**src/rtl/chip_loader_pkg.sv**
```systemverilog
// Shared state type, memory-field widths and address packing for the chip loader.
package chip_loader_pkg;

   typedef enum logic [2:0] {IDLE, KERNEL, INPUT, OVERLAP, READY} state_t;

   localparam int TILE_WIDTH    = 64;
   localparam int TILE_HEIGHT   = 128;
   localparam int TILE_CHANNELS = 2;
   localparam int OUT_CHANNELS  = 16;
   localparam int KERNEL_SIZE   = 3;

   localparam int X_W     = 6;
   localparam int Y_W     = 7;
   localparam int CH_W    = 1;
   localparam int KY_W    = 2;
   localparam int KX_W    = 2;
   localparam int OUTCH_W = 4;

   localparam int KSEL_BIT = 15;

   // Every counter level is wide enough for the largest field (y).
   localparam int CNT_W      = 7;
   localparam int CNT_LEVELS = 4;
   typedef logic [CNT_W-1:0] cnt_t;

   function automatic logic [15:0] kernel_addr(cnt_t inch, cnt_t ky, cnt_t kx, cnt_t outch);
      logic [15:0] a;
      a = {7'b0, inch[CH_W-1:0], ky[KY_W-1:0], kx[KX_W-1:0], outch[OUTCH_W-1:0]};
      a[KSEL_BIT] = 1'b1;
      return a;
   endfunction

   function automatic logic [15:0] input_addr(cnt_t inch, cnt_t y, cnt_t x);
      return {2'b00, inch[CH_W-1:0], y[Y_W-1:0], x[X_W-1:0]};
   endfunction

   function automatic logic [15:0] overlap_addr(cnt_t inch, cnt_t y);
      return {8'b0, inch[CH_W-1:0], y[Y_W-1:0]};
   endfunction

endpackage

```
**src/rtl/chip_loader_counter.sv**
```systemverilog
// Chain of wrap counters: level 0 is innermost, each level steps when all lower levels wrap.
module nested_counter
   import chip_loader_pkg::*;
(
   input  logic                                clk,
   input  logic                                rst_n,
   input  logic                                clear,
   input  logic                                inc,
   input  logic [CNT_LEVELS-1:0][CNT_W-1:0]    limits,
   output logic [CNT_LEVELS-1:0][CNT_W-1:0]    values,
   output logic                                last
);

   logic [CNT_LEVELS-1:0] at_lim;
   logic [CNT_LEVELS-1:0] step;

   always_comb begin
      logic carry;
      carry = inc;
      at_lim = '0;
      step = '0;
      for (int i = 0; i < CNT_LEVELS; i++) begin
         at_lim[i] = (values[i] == limits[i]);
         step[i] = carry;
         carry = carry & at_lim[i];
      end
   end

   assign last = &at_lim;

   always_ff @(posedge clk or negedge rst_n) begin
      if (!rst_n) begin
         values <= '0;
      end else if (clear) begin
         values <= '0;
      end else begin
         for (int i = 0; i < CNT_LEVELS; i++) begin
            if (step[i]) values[i] <= at_lim[i] ? '0 : values[i] + cnt_t'(1);
         end
      end
   end

endmodule

```
**src/rtl/chip_loader.sv**
```systemverilog
// Streams one tile (kernel, input map, overlap columns) into the chip memories via the A/B load port.
module chip_loader
   import chip_loader_pkg::*;
#(
   parameter int IO_DATA_WIDTH = 16
)(
   input  logic                     clk,
   input  logic                     arst_n_in,
   input  logic                     start,
   input  logic [7:0]               fm_height,
   input  logic                     fsm_done,
   input  logic [IO_DATA_WIDTH-1:0] src_data,
   input  logic                     src_valid,
   output logic                     src_ready,
   output logic [IO_DATA_WIDTH-1:0] a_input,
   output logic [IO_DATA_WIDTH-1:0] b_input,
   output logic                     a_valid,
   output logic                     b_valid,
   output logic                     int_mem_we,
   output logic                     overlap_cache_we,
   output logic                     b_zero,
   output logic                     data_ready,
   output logic                     busy
);

   state_t state, next_state;
   logic [7:0] height;
   logic [CNT_LEVELS-1:0][CNT_W-1:0] limits, values;
   logic cnt_last, row_valid, in_load, zero_fill, write, clear;
   logic [15:0] addr;

   nested_counter u_cnt (
      .clk    (clk),
      .rst_n  (arst_n_in),
      .clear  (clear),
      .inc    (write),
      .limits (limits),
      .values (values),
      .last   (cnt_last)
   );

   // Per-phase counter layout, address packing and valid-row test.
   always_comb begin
      limits = '0;
      row_valid = 1'b0;
      addr = '0;
      case (state)
         KERNEL: begin
            limits = {cnt_t'(TILE_CHANNELS-1), cnt_t'(KERNEL_SIZE-1),
                      cnt_t'(KERNEL_SIZE-1), cnt_t'(OUT_CHANNELS-1)};
            row_valid = 1'b1;
            addr = kernel_addr(values[3], values[2], values[1], values[0]);
         end
         INPUT: begin
            limits = {cnt_t'(0), cnt_t'(TILE_CHANNELS-1),
                      cnt_t'(TILE_HEIGHT-1), cnt_t'(TILE_WIDTH-1)};
            row_valid = ({1'b0, values[1]} < height);
            addr = input_addr(values[2], values[1], values[0]);
         end
         OVERLAP: begin
            limits = {cnt_t'(0), cnt_t'(0), cnt_t'(TILE_CHANNELS-1), cnt_t'(TILE_HEIGHT-1)};
            row_valid = ({1'b0, values[0]} < height);
            addr = overlap_addr(values[1], values[0]);
         end
         default: ;
      endcase
   end

   always_comb begin
      next_state = state;
      in_load = (state == KERNEL) || (state == INPUT) || (state == OVERLAP);
      src_ready = in_load && row_valid;
      zero_fill = in_load && !row_valid;
      write = (src_valid && src_ready) || zero_fill;
      clear = (state == IDLE);
      case (state)
         IDLE:    if (start) next_state = KERNEL;
         KERNEL:  if (write && cnt_last) next_state = INPUT;
         INPUT:   if (write && cnt_last) next_state = OVERLAP;
         OVERLAP: if (write && cnt_last) next_state = READY;
         READY:   if (fsm_done) next_state = IDLE;
         default: next_state = IDLE;
      endcase
   end

   always_ff @(posedge clk or negedge arst_n_in) begin
      if (!arst_n_in) begin
         state <= IDLE;
         height <= '0;
      end else begin
         state <= next_state;
         if (state == IDLE && start)
            height <= (fm_height > 8'(TILE_HEIGHT)) ? 8'(TILE_HEIGHT) : fm_height;
      end
   end

   // Write port is one register stage behind the issuing cycle.
   always_ff @(posedge clk or negedge arst_n_in) begin
      if (!arst_n_in) begin
         a_input <= '0;
         b_input <= '0;
         int_mem_we <= 1'b0;
         overlap_cache_we <= 1'b0;
         b_zero <= 1'b0;
      end else begin
         int_mem_we <= write && (state == KERNEL || state == INPUT);
         overlap_cache_we <= write && (state == OVERLAP);
         b_zero <= zero_fill && (state == INPUT);
         if (write) begin
            a_input <= IO_DATA_WIDTH'(addr);
            b_input <= row_valid ? src_data : '0;
         end
      end
   end

   assign a_valid = int_mem_we | overlap_cache_we;
   assign b_valid = int_mem_we | overlap_cache_we;
   assign busy = (state != IDLE);
   assign data_ready = (state == READY);

endmodule

```
**config.mk**
```make
export PLATFORM = sky130hd
export DESIGN_NAME = chip_loader
export DESIGN_NICKNAME = d
export VERILOG_FILES = /design/src/rtl/chip_loader_pkg.sv /design/src/rtl/chip_loader_counter.sv /design/src/rtl/chip_loader.sv
export SDC_FILE = /design/constraint.sdc
export NUM_CORES = 1
export LEC_CHECK = 0
export BUFFER_PORTS_ARGS = -buffer_cell sky130_fd_sc_hd__buf_2
export CELL_PAD_IN_SITES_DETAIL_PLACEMENT = 0
export CELL_PAD_IN_SITES_GLOBAL_PLACEMENT = 2
export CORE_ASPECT_RATIO = 1.5
export CORE_MARGIN = 10
export CORE_UTILIZATION = 30
export CTS_BUF_LIST = sky130_fd_sc_hd__clkbuf_8 sky130_fd_sc_hd__clkbuf_16
export DETAILED_ROUTE_END_ITERATION = 12
export PLACE_DENSITY = 0.81
export SETUP_SLACK_MARGIN = 0.02
export SKIP_CTS_REPAIR_TIMING = 1
export SYNTH_ARGS = -nofsm -noshare
export SYNTH_HDL_FRONTEND = slang
export SYNTH_SLANG_ARGS = --single-unit
```
**constraint.sdc**
```tcl
create_clock -name clk -period 7.5 [get_ports clk]
set_input_delay 0 -clock clk [delete_from_list [all_inputs] [get_ports clk]]
set_output_delay 0 -clock clk [all_outputs]
set_load 0.01 [all_outputs]
```
==> qor.csv <==
metric;value;unit
RSZ-0062 raised after global routing;false;
routability-driven placement congestion ratio;0.791;
most frequent cells in the layout;nand2_1 (84), dfrtp_1 (73), buf_2 (67);
sequential cell area;0.00183;mm^2
Critical Path RT;7.71;ns
worst hold margin;-0.108;ns
antenna violations before repair;0;
Die W;115;um
Fin Setup TNS;0;ns
cell area after layout;0.00510;mm^2
total gr overflow;0;
Slew headroom;0.366;
Synth area leaders;dfrtp_1 (45%), nand2_1 (7.8%), ha_1 (5.6%);
Num CTS Buffers;9;
Netlist cell types;58;
Die Y;162;um
routed via count;3646;
CP arrival;3.68;ns
post-synthesis average cell area;9.06;um^2
net count after synthesis;493;
DR vias/cell;5.28;
first-pass GRT wire length;18700;um
most used routing layer;met2;
WL final;11600;um
Starting Density;0.309;
number of synthesized flops with an enable pin;0;
Antenna Nets Post-Route;0;
P_leak;0.00230;uW
# H-tree levels;3;
GR Util met3;0.0361;
clk_lat worst skew;0.33;ns
clk_skew;0.00623;ns
Seq/Total Area, Yosys;0.452;
fin crit period;3.47;ns
Hold Path Class;in -> async;
Cell Area, Synth;0.00404;mm^2
Fill cells;1297;
total of warnings raised by yosys;0;
measured slew at the worst slew-check pin;0.951;ns
clk sinks;73;
CTS clk-pin slew, worst paths;0.05;ns
area grow syn2layout;26.3;%
DIE AREA;0.0186;mm^2
Final Slew Violations;0;
failing checks;negative hold slack;
f_max;288;MHz
Port Buf Inserts;67;
row cnt;51;
Pre-Repair DR Iteration Count;4;
CTS tree;built;
share of the synthesized area in the top cell type;0.452;
Async SR Flop Fraction;1.00;
ratio of cells with drive above 1 in the final layout;0.188;
area leader, netlist;dfrtp_1;
FF+latch count, synth;73;
I/O Pins;69;
Post-route DRC;0;
final setup fails;0;
max-cap violation count;0;
commonest non-fill, non-tap cell in the layout;nand2_1;
DR iter-0 viols;281;
Multi-input gate area;0.00206;mm^2
wire per inst;16.8;um
GRT Util Overall;0.125;
nature of the critical path startpoint;flip-flop;
largest net degree at the start of global routing;74;
Synth Flop Type;dfrtp_1;
worst setup path class;reg -> reg;
Syn Inst Count;446;
pwr dens;234;mW/mm^2
R2R Path Start;u_cnt.values[9];
Final period util;0.463;
final net count;573;
M2 GR Usage;0.219;
Placeable Area;0.0131;mm^2
crit path launch;u_cnt.values[9];
final hold violation count;73;
Cell Area, Placed;0.00451;mm^2
DP HPWL;8310;um
peak supply drop;93.2;uV
clk buf depth;2;
status;finished, violations left;
clk root buf;clkbuf_16;
CP Capture Type;flip-flop;
antenna cells;0;
number of global-route vias before repair;3596;
GR met1 Demand/Resource;0.134;
peak fanout along the critical path;28;
==> flip-flops by register name (all words and copies together), names as in the netlist <==
name,cells
b_input,16
a_input,15
int_mem_we,1
height,8
overlap_cache_we,1
u_cnt.values,28
state,3
b_zero,1
==> power by group <==
| group | internal (uW) | leakage, uW | switching, uW |
|---|---|---|---|
| clock | 332 | 0.000170 | 161 |
| sequential | 434 | 0.000957 | 59.8 |
| combinational | 95.3 | 0.00117 | 111 |
==> cells in the mapped netlist, drive strengths merged, types with 3 or more instances <==
cell type,number
dfrtp,73
or3,14
ha,18
o211ai,10
nor4,5
o22ai,8
nand3b,4
nor2,18
nand2b,12
a21o,3
nand3,29
a211o,4
o21ai,25
mux2,6
clkbuf,18
and2,5
nor2b,5
nor3,8
a31oi,4
or2,3
a21oi,12
o31ai,8
o311ai,4
and3,4
o21bai,3
nand2,84
inv,11
buf,10
mux2i,6
==> cells by family after synthesis <==
kind of cell / synth area share
other cells: 0.000928
simple gates: 0.251
compound gates: 0.160
mux: 0.0325
flops: 0.452
xor+xnor: 0.00651
buf+inv: 0.0409
fa+ha+maj: 0.0558
==> layer usage <==
metal	wire length (um)	part of all wire
met1	4630	0.40
met2	6160	0.53
met3	619	0.053
met4	180	0.016
met5	0	0
==> layout make-up <==
class                           instances  share of cell area
Clock buffer                           10              0.0468
Sequential cell                        73               0.358
Inverter                               12             0.00883
Clock inverter                          6              0.0208
Timing Repair Buffer                   97               0.122
Tap cell                              159              0.0390
Multi-Input combinational cell        333               0.404
==> through the flow <==
stage | util | power, uW | cells | setup slack [ns]
after floorplan | - | 614 | 446 | 4.74
after global placement | 0.345 | 693 | 649 | 4.04
after detailed placement | 0.345 | 699 | 649 | 4.02
after CTS | 0.371 | 1200 | 665 | 4.01
after global routing | 0.390 | 1260 | 690 | 3.73
final | 0.390 | 1190 | 690 | 4.03
==> final timing paths <==
check                         endpoint  slack, ns  cells past startpoint
setup / recovery            a_input[0]       4.03                      9
hold / removal             b_input[15]      -0.11                      2
setup reg to reg            a_input[0]       4.03                      9
hold reg to reg             b_input[7]       0.46                      2
max in group asynchronous     state[2]       6.99                      2
min in group clk              state[0]       0.11                      4
==> critical path: stages (launching register included) <==
cell,delay (ns)
dfrtp_1,0.48
ha_1,0.33
a211o_1,0.30
a31oi_1,0.14
o221a_2,0.22
o21bai_2,0.10
buf_4,0.28
mux2i_4,0.71
buf_4,0.41
mux2_1,0.36
Note: power is estimated with default switching activity, not from simulation.
